$ cat src/rtl/dense_pkg.sv
// -----------------------------------------------------------------------------
// dense_pkg
//   Shared definitions for the sequential dense (fully connected) layer:
//     - dense_state_e : controller state encoding
//     - acc_width()   : accumulator width for a given word width / input count
//     - sat_max() / sat_min() : signed saturation limits of a WIDTH-bit word
// -----------------------------------------------------------------------------
package dense_pkg;

  typedef enum logic [1:0] {
    IDLE = 2'd0,  // waiting for an input vector
    ACC  = 2'd1,  // one multiply-accumulate step per input element
    FIN  = 2'd2,  // requantise accumulators into the output register
    HOLD = 2'd3   // present the result until the consumer takes it
  } dense_state_e;

  // A WIDTH x WIDTH product needs 2*WIDTH bits. Summing n_in of them grows the
  // sum by clog2(n_in) bits. One more bit covers the bias term and the rounding
  // constant, so the accumulator can never wrap.
  function automatic int acc_width(input int width, input int n_in);
    return 2 * width + $clog2(n_in) + 1;
  endfunction

  function automatic int sat_max(input int width);
    return (1 <<< (width - 1)) - 1;
  endfunction

  function automatic int sat_min(input int width);
    return -(1 <<< (width - 1));
  endfunction

endpackage : dense_pkg

$ cat src/rtl/dense_requant.sv
// -----------------------------------------------------------------------------
// dense_requant
//   Converts one wide accumulator (2*NFRAC fractional bits) back to a WIDTH-bit
//   word with NFRAC fractional bits: round half up, arithmetic shift, optional
//   ReLU, then saturation. Purely combinational.
//
// Ports
//   acc_i : signed accumulator, ACC_W bits
//   res_o : signed requantised result, WIDTH bits
// -----------------------------------------------------------------------------
module dense_requant
  import dense_pkg::*;
#(
  parameter int ACC_W   = 18,
  parameter int WIDTH   = 6,
  parameter int NFRAC   = 3,
  parameter int RELU_EN = 1
) (
  input  logic signed [ACC_W-1:0] acc_i,
  output logic signed [WIDTH-1:0] res_o
);

  // Half of one output LSB, expressed in accumulator units.
  localparam logic signed [ACC_W-1:0] HALF = ACC_W'(1 <<< (NFRAC - 1));
  localparam logic signed [ACC_W-1:0] HI   = ACC_W'(sat_max(WIDTH));
  localparam logic signed [ACC_W-1:0] LO   = ACC_W'(sat_min(WIDTH));

  logic signed [ACC_W-1:0] rounded;
  logic signed [ACC_W-1:0] shifted;
  logic signed [ACC_W-1:0] rectified;
  logic signed [ACC_W-1:0] clamped;

  always_comb begin
    // NOTE: every variable gets a value on entry so no path can leave one
    // unassigned; a missed branch would otherwise infer a latch.
    rounded   = '0;
    shifted   = '0;
    rectified = '0;
    clamped   = '0;

    rounded = acc_i + HALF;
    // Arithmetic shift floors toward minus infinity, so adding HALF first
    // gives round-half-up for both signs.
    shifted = rounded >>> NFRAC;

    if ((RELU_EN != 0) && (shifted < 0)) begin
      rectified = '0;
    end else begin
      rectified = shifted;
    end

    if (rectified > HI) begin
      clamped = HI;
    end else if (rectified < LO) begin
      clamped = LO;
    end else begin
      clamped = rectified;
    end

    res_o = WIDTH'(clamped);
  end

endmodule : dense_requant

$ cat src/rtl/dense_layer_seq.sv
// -----------------------------------------------------------------------------
// dense_layer_seq
//   Sequential dense layer: out[o] = requant(BIAS[o] + sum_i x[i] * W[o][i]).
//   One input element is consumed per cycle; all N_OUT neurons accumulate in
//   parallel. A single vector is in flight at a time.
//
//   Timing: accept edge -> N_IN ACC edges -> FIN edge (out_data registered)
//   -> out_valid rises on the next edge, i.e. N_IN+2 edges after accept.
//
// Ports
//   clk       : clock, all registers update on the rising edge
//   reset     : synchronous, active-high
//   in_valid  : in_data valid
//   in_ready  : high exactly while idle
//   in_data   : N_IN signed WIDTH-bit input vector
//   out_valid : out_data valid, held until out_ready
//   out_ready : consumer accepts out_data
//   out_data  : N_OUT signed WIDTH-bit result vector
// -----------------------------------------------------------------------------
module dense_layer_seq
  import dense_pkg::*;
#(
  parameter int N_IN    = 32,
  parameter int N_OUT   = 32,
  parameter int WIDTH   = 6,
  parameter int NFRAC   = 3,
  parameter int RELU_EN = 1,
  parameter logic signed [WIDTH-1:0] WEIGHTS [N_OUT][N_IN] = '{default: '0},
  parameter logic signed [WIDTH-1:0] BIAS    [N_OUT]       = '{default: '0}
) (
  input  logic                    clk,
  input  logic                    reset,
  input  logic                    in_valid,
  output logic                    in_ready,
  input  logic signed [WIDTH-1:0] in_data  [N_IN],
  output logic                    out_valid,
  input  logic                    out_ready,
  output logic signed [WIDTH-1:0] out_data [N_OUT]
);

  localparam int ACC_W  = acc_width(WIDTH, N_IN);
  localparam int PROD_W = 2 * WIDTH;
  localparam int IDX_W  = (N_IN > 1) ? $clog2(N_IN) : 1;
  localparam logic [IDX_W-1:0] IDX_LAST = IDX_W'(N_IN - 1);

  dense_state_e            state_q, state_d;
  logic [IDX_W-1:0]        idx_q, idx_d;
  logic signed [ACC_W-1:0] acc_q [N_OUT];
  logic signed [ACC_W-1:0] acc_d [N_OUT];
  logic signed [WIDTH-1:0] x_q   [N_IN];
  logic signed [WIDTH-1:0] out_data_q [N_OUT];
  logic signed [WIDTH-1:0] out_data_d [N_OUT];
  logic                    out_valid_q, out_valid_d;

  logic signed [PROD_W-1:0] prod [N_OUT];
  logic signed [WIDTH-1:0]  req  [N_OUT];
  logic                     accept;

  assign in_ready  = (state_q == IDLE);
  assign accept    = in_valid && in_ready;
  assign out_valid = out_valid_q;
  assign out_data  = out_data_q;

  // ---------------------------------------------------------------------------
  // Datapath: one product per neuron for the current input element.
  // ---------------------------------------------------------------------------
  always_comb begin
    for (int o = 0; o < N_OUT; o++) begin
      prod[o] = PROD_W'(x_q[idx_q]) * PROD_W'(WEIGHTS[o][idx_q]);
    end
  end

  for (genvar g = 0; g < N_OUT; g++) begin : g_lane
    dense_requant #(
      .ACC_W  (ACC_W),
      .WIDTH  (WIDTH),
      .NFRAC  (NFRAC),
      .RELU_EN(RELU_EN)
    ) u_requant (
      .acc_i(acc_q[g]),
      .res_o(req[g])
    );
  end

  // ---------------------------------------------------------------------------
  // Controller: next state and datapath register enables.
  // ---------------------------------------------------------------------------
  always_comb begin
    state_d     = state_q;
    idx_d       = idx_q;
    acc_d       = acc_q;
    out_data_d  = out_data_q;
    out_valid_d = out_valid_q;

    unique case (state_q)
      IDLE: begin
        if (accept) begin
          state_d = ACC;
          idx_d   = '0;
          // Bias is aligned to the 2*NFRAC fractional bits of the products.
          for (int o = 0; o < N_OUT; o++) begin
            acc_d[o] = ACC_W'(BIAS[o]) <<< NFRAC;
          end
        end
      end

      ACC: begin
        for (int o = 0; o < N_OUT; o++) begin
          acc_d[o] = acc_q[o] + ACC_W'(prod[o]);
        end
        if (idx_q == IDX_LAST) begin
          idx_d   = '0;
          state_d = FIN;
        end else begin
          idx_d = idx_q + IDX_W'(1);
        end
      end

      FIN: begin
        out_data_d = req;
        state_d    = HOLD;
      end

      HOLD: begin
        // First HOLD cycle raises out_valid; later cycles wait for the consumer.
        if (!out_valid_q) begin
          out_valid_d = 1'b1;
        end else if (out_ready) begin
          out_valid_d = 1'b0;
          state_d     = IDLE;
        end
      end

      default: state_d = IDLE;
    endcase
  end

  // ---------------------------------------------------------------------------
  // State registers.
  // ---------------------------------------------------------------------------
  always_ff @(posedge clk) begin
    // NOTE: non-blocking assignments so every register samples the values from
    // before this edge, independent of statement order.
    if (reset) begin
      state_q     <= IDLE;
      idx_q       <= '0;
      out_valid_q <= 1'b0;
      for (int o = 0; o < N_OUT; o++) begin
        acc_q[o]      <= '0;
        out_data_q[o] <= '0;
      end
    end else begin
      state_q     <= state_d;
      idx_q       <= idx_d;
      out_valid_q <= out_valid_d;
      acc_q       <= acc_d;
      out_data_q  <= out_data_d;
    end
  end

  // NOTE: the input vector register has no reset; it is always loaded on the
  // accept edge before any ACC cycle reads it, so its reset value is never seen.
  always_ff @(posedge clk) begin
    if (accept) begin
      x_q <= in_data;
    end
  end

endmodule : dense_layer_seq

$ cat config.mk
export PLATFORM = sky130hd
export DESIGN_NAME = dense_layer_seq
export DESIGN_NICKNAME = d
export VERILOG_FILES = /design/src/rtl/dense_pkg.sv /design/src/rtl/dense_requant.sv /design/src/rtl/dense_layer_seq.sv
export SDC_FILE = /design/constraint.sdc
export NUM_CORES = 1
export LEC_CHECK = 0
export ABC_CLOCK_PERIOD_IN_PS = 4500
export CORE_AREA = 2 2 150 152
export CTS_BUF_LIST = sky130_fd_sc_hd__clkbuf_16
export DETAILED_ROUTE_END_ITERATION = 7
export DIE_AREA = 0 0 152 154
export DONT_BUFFER_PORTS = 1
export SKIP_LAST_GASP = 1
export SLEW_MARGIN = 20
export SYNTH_ARGS = -nofsm -noshare
export SYNTH_HDL_FRONTEND = slang
export SYNTH_SLANG_ARGS = --single-unit
$ cat constraint.sdc
create_clock -name clk -period 4.5 [get_ports clk]
set_input_delay 1.125 -clock clk [delete_from_list [all_inputs] [get_ports clk]]
set_output_delay 1.125 -clock clk [all_outputs]
set_load 0.03 [all_outputs]
==> impl_metrics.env <==
export IMPL_overflow=0
export IMPL_worst_setup_path_end_kind="primary output"
export IMPL_hpwlAfterDp_um=1510
export IMPL_tns_ns=0
export IMPL_clock_root_buffer="clkbuf_16"
export IMPL_synth_seq_cells=8
export IMPL_rsz0062_at_grt="false"
export IMPL_synth_most_common_cell="buf_4"
export IMPL_wl_um=1690
export IMPL_final_instance_count_excl_fill=522
export IMPL_finalCritPeriodShare_pct=49.6
export IMPL_path_buf_inv=1
export IMPL_synth_edff_count=0
export IMPL_detailedRoute_firstIterationViolations=5
export IMPL_worstPathRequired_ns=3.38
export IMPL_synth_cell_types=22
export IMPL_tightest_slew_ns=0.500
export IMPL_viasPerCell=1.70
export IMPL_port_buffers=0
export IMPL_ir_drop_mv=0.196
export IMPL_clock_fmax_mhz=448
export IMPL_die_h_um=154
export IMPL_ys_warn_count=0
export IMPL_seq_area_frac_synth_pct=8.52
export IMPL_rows=54
export IMPL_grt_pass1_wl_um=1950
export IMPL_hold_slack_ns=0.489
export IMPL_cts_sinks=8
export IMPL_syn_inst=240
export IMPL_synth_top_cell_area_share_pct=76.7
export IMPL_critical_path_class="register to primary output"
export IMPL_slew_headroom_pct=65.7
export IMPL_grt_max_degree=8
export IMPL_final_antenna_net_count=0
export IMPL_cts_hold_buf=0
export IMPL_die_w_um=152
export IMPL_dieArea_um2=23400
export IMPL_finClkSkew_ns=0.000645
export IMPL_power_mw=0.595
export IMPL_cts_inserted_buffers=3
export IMPL_core_area_um2=21700
export IMPL_postLayoutCoreUtil_pct=7.29
export IMPL_critPathMaxStageDelay_ns=0.45
export IMPL_clock_path_buffers=2
export IMPL_yosys_top_cells_area="buf_4 77%, dfxtp_1 8.5%, ha_1 4.0%"
export IMPL_slowest_stage="ha_1"
export IMPL_hold_path_class="register to register"
export IMPL_finalHoldViolCount=0
export IMPL_setup_violations=0
export IMPL_clkLatencyLatePin_ns=0.24
export IMPL_synthTopCellsByCount="192 x buf_4, 8 x dfxtp_1, 6 x ha_1"
export IMPL_antenna_found_initial=0
export IMPL_grt_pass1_vias=434
export IMPL_dp_cells=519
export IMPL_antennaDiodeCount=0
export IMPL_cp_max_fo=5
export IMPL_cts_tree="built"
export IMPL_boundaryPins=390
export IMPL_yosys_area_top_type="buf_4"
export IMPL_routabilityCongestion=0.603
export IMPL_startpoint_type="register"
export IMPL_synthFlopType="dfxtp_1"
export IMPL_start_util_pct=8.67
export IMPL_clk_pin_slew_worst_paths_ns=0.04
export IMPL_nets=446
export IMPL_via_count=887
export IMPL_critPathArrivalTime_ns=1.11
export IMPL_drc=0
export IMPL_path_delay_family="adder cells"
export IMPL_synthArstFlopShare_pct=0
export IMPL_ctsHtreeMaxLevel=1
export IMPL_ctsResizeCount=0
export IMPL_track_usage_pct=1.07
export IMPL_drive_gt1_share_pct=2.89
export IMPL_period_needed_ns=2.23
export IMPL_avgSynthCellArea_um2=7.83
export IMPL_maxCapViolations=0
export IMPL_syn_area_um2=1880
export IMPL_area_delta_synth_final_pct=-15.9
export IMPL_p_per_area_nw_per_um2=376
export IMPL_status="complete, no violations"
export IMPL_path_cells="inv_1, ha_1"
export IMPL_postCtsSetupBuffers=0
export IMPL_wl_per_cell_um=3.24
export IMPL_p_leak_nw=0.841
export IMPL_final_max_slew_viol_count=0
export IMPL_first_pass_iters=2
[cells by family (layout without fill, tap and decap cells)]
family / after synthesis / in the layout / share of synthesized area, %
adder cells (fa/ha/maj): 6 / 6 / 3.99
AO/OA/AOI/OAI: 12 / 12 / 4.33
XOR/XNOR: 1 / 1 / 0.466
AND/OR/NAND/NOR: 16 / 16 / 4.66
multiplexers: 1 / 1 / 0.533
other: 1 / 192 / 0.200
buffers and inverters: 195 / 6 / 77.3
flip-flops: 8 / 8 / 8.52
[per-layer routing]
layer | GRT usage, % | vias up | part of all wire [%] | wire, um
li1 | - | 373 | - | -
met1 | 1.05 | 351 | 24 | 411
met2 | 1.59 | 158 | 40 | 684
met3 | 0.395 | 5 | 31 | 529
met4 | 1.34 | 0 | 3.8 | 65
met5 | 0 | - | 0 | 0
[sequential cells by signal, indices dropped and copies added (netlist names)]
name       cells
state_q        2
idx_q          5
out_valid      1
[final timing paths]
path | start | end | slack (ns) | depth (start not counted)
worst max-delay path | state_q[1] | in_ready | 2.27 | 2
worst max register to register | state_q[1] | idx_q[3] | 2.72 | 5
worst min register to register | idx_q[3] | idx_q[3] | 0.49 | 2
worst min-delay path | idx_q[3] | idx_q[3] | 0.49 | 2
[power by group]
| group | internal, mW | leakage (nW) | switching, mW | total (mW) |
|---|---|---|---|---|
| Clock | 0.115 | 0.0370 | 0.0381 | 0.153 |
| Sequential | 0.0849 | 0.0651 | 0.0152 | 0.100 |
| Combinational | 0.0508 | 0.739 | 0.291 | 0.342 |
| Total | 0.251 | 0.841 | 0.344 | 0.595 |
[worst min-delay path: cells and delay by family (launching register included)]
family | cells | cell delay [ns]
AOI/OAI and AO/OA | 2 | 0.14
DFF | 1 | 0.30
[stage by stage]
step	worst slack [ns]	cell area (um^2)
floorplan	2.60	2600
detailed placement	2.50	1510
CTS	2.24	1580
global route	2.20	1580
global placement	2.51	1510
finish	2.27	1580
[cells in the final DEF (no fill, tap or decap)]
cell type  Yosys  final
conb_1         1    192
dfxtp_1        8      8
ha_1           6      6
nor2_1         5      5
o21ai_0        3      3
a21oi_1        3      3
inv_1          3      3
clkbuf_16      0      3
nand3_1        2      2
or3_1          2      2
a31o_2         2      2
a32oi_1        2      2
nand4_1        2      2
mux2i_1        1      1
or2b_1         1      1
nand2b_1       1      1
or2_2          1      1
xor2_1         1      1
and3_1         1      1
a21bo_2        1      1
a31oi_1        1      1
nor3b_1        1      1
[final cells by class]
type / instances / area, um^2
Fill cell: 2527 / 20100
Multi-Input combinational cell: 228 / 983
Tap cell: 280 / 350
Sequential cell: 8 / 160
Clock buffer: 3 / 75.1
Inverter: 3 / 11.3
(Power assumes the default switching activity.)
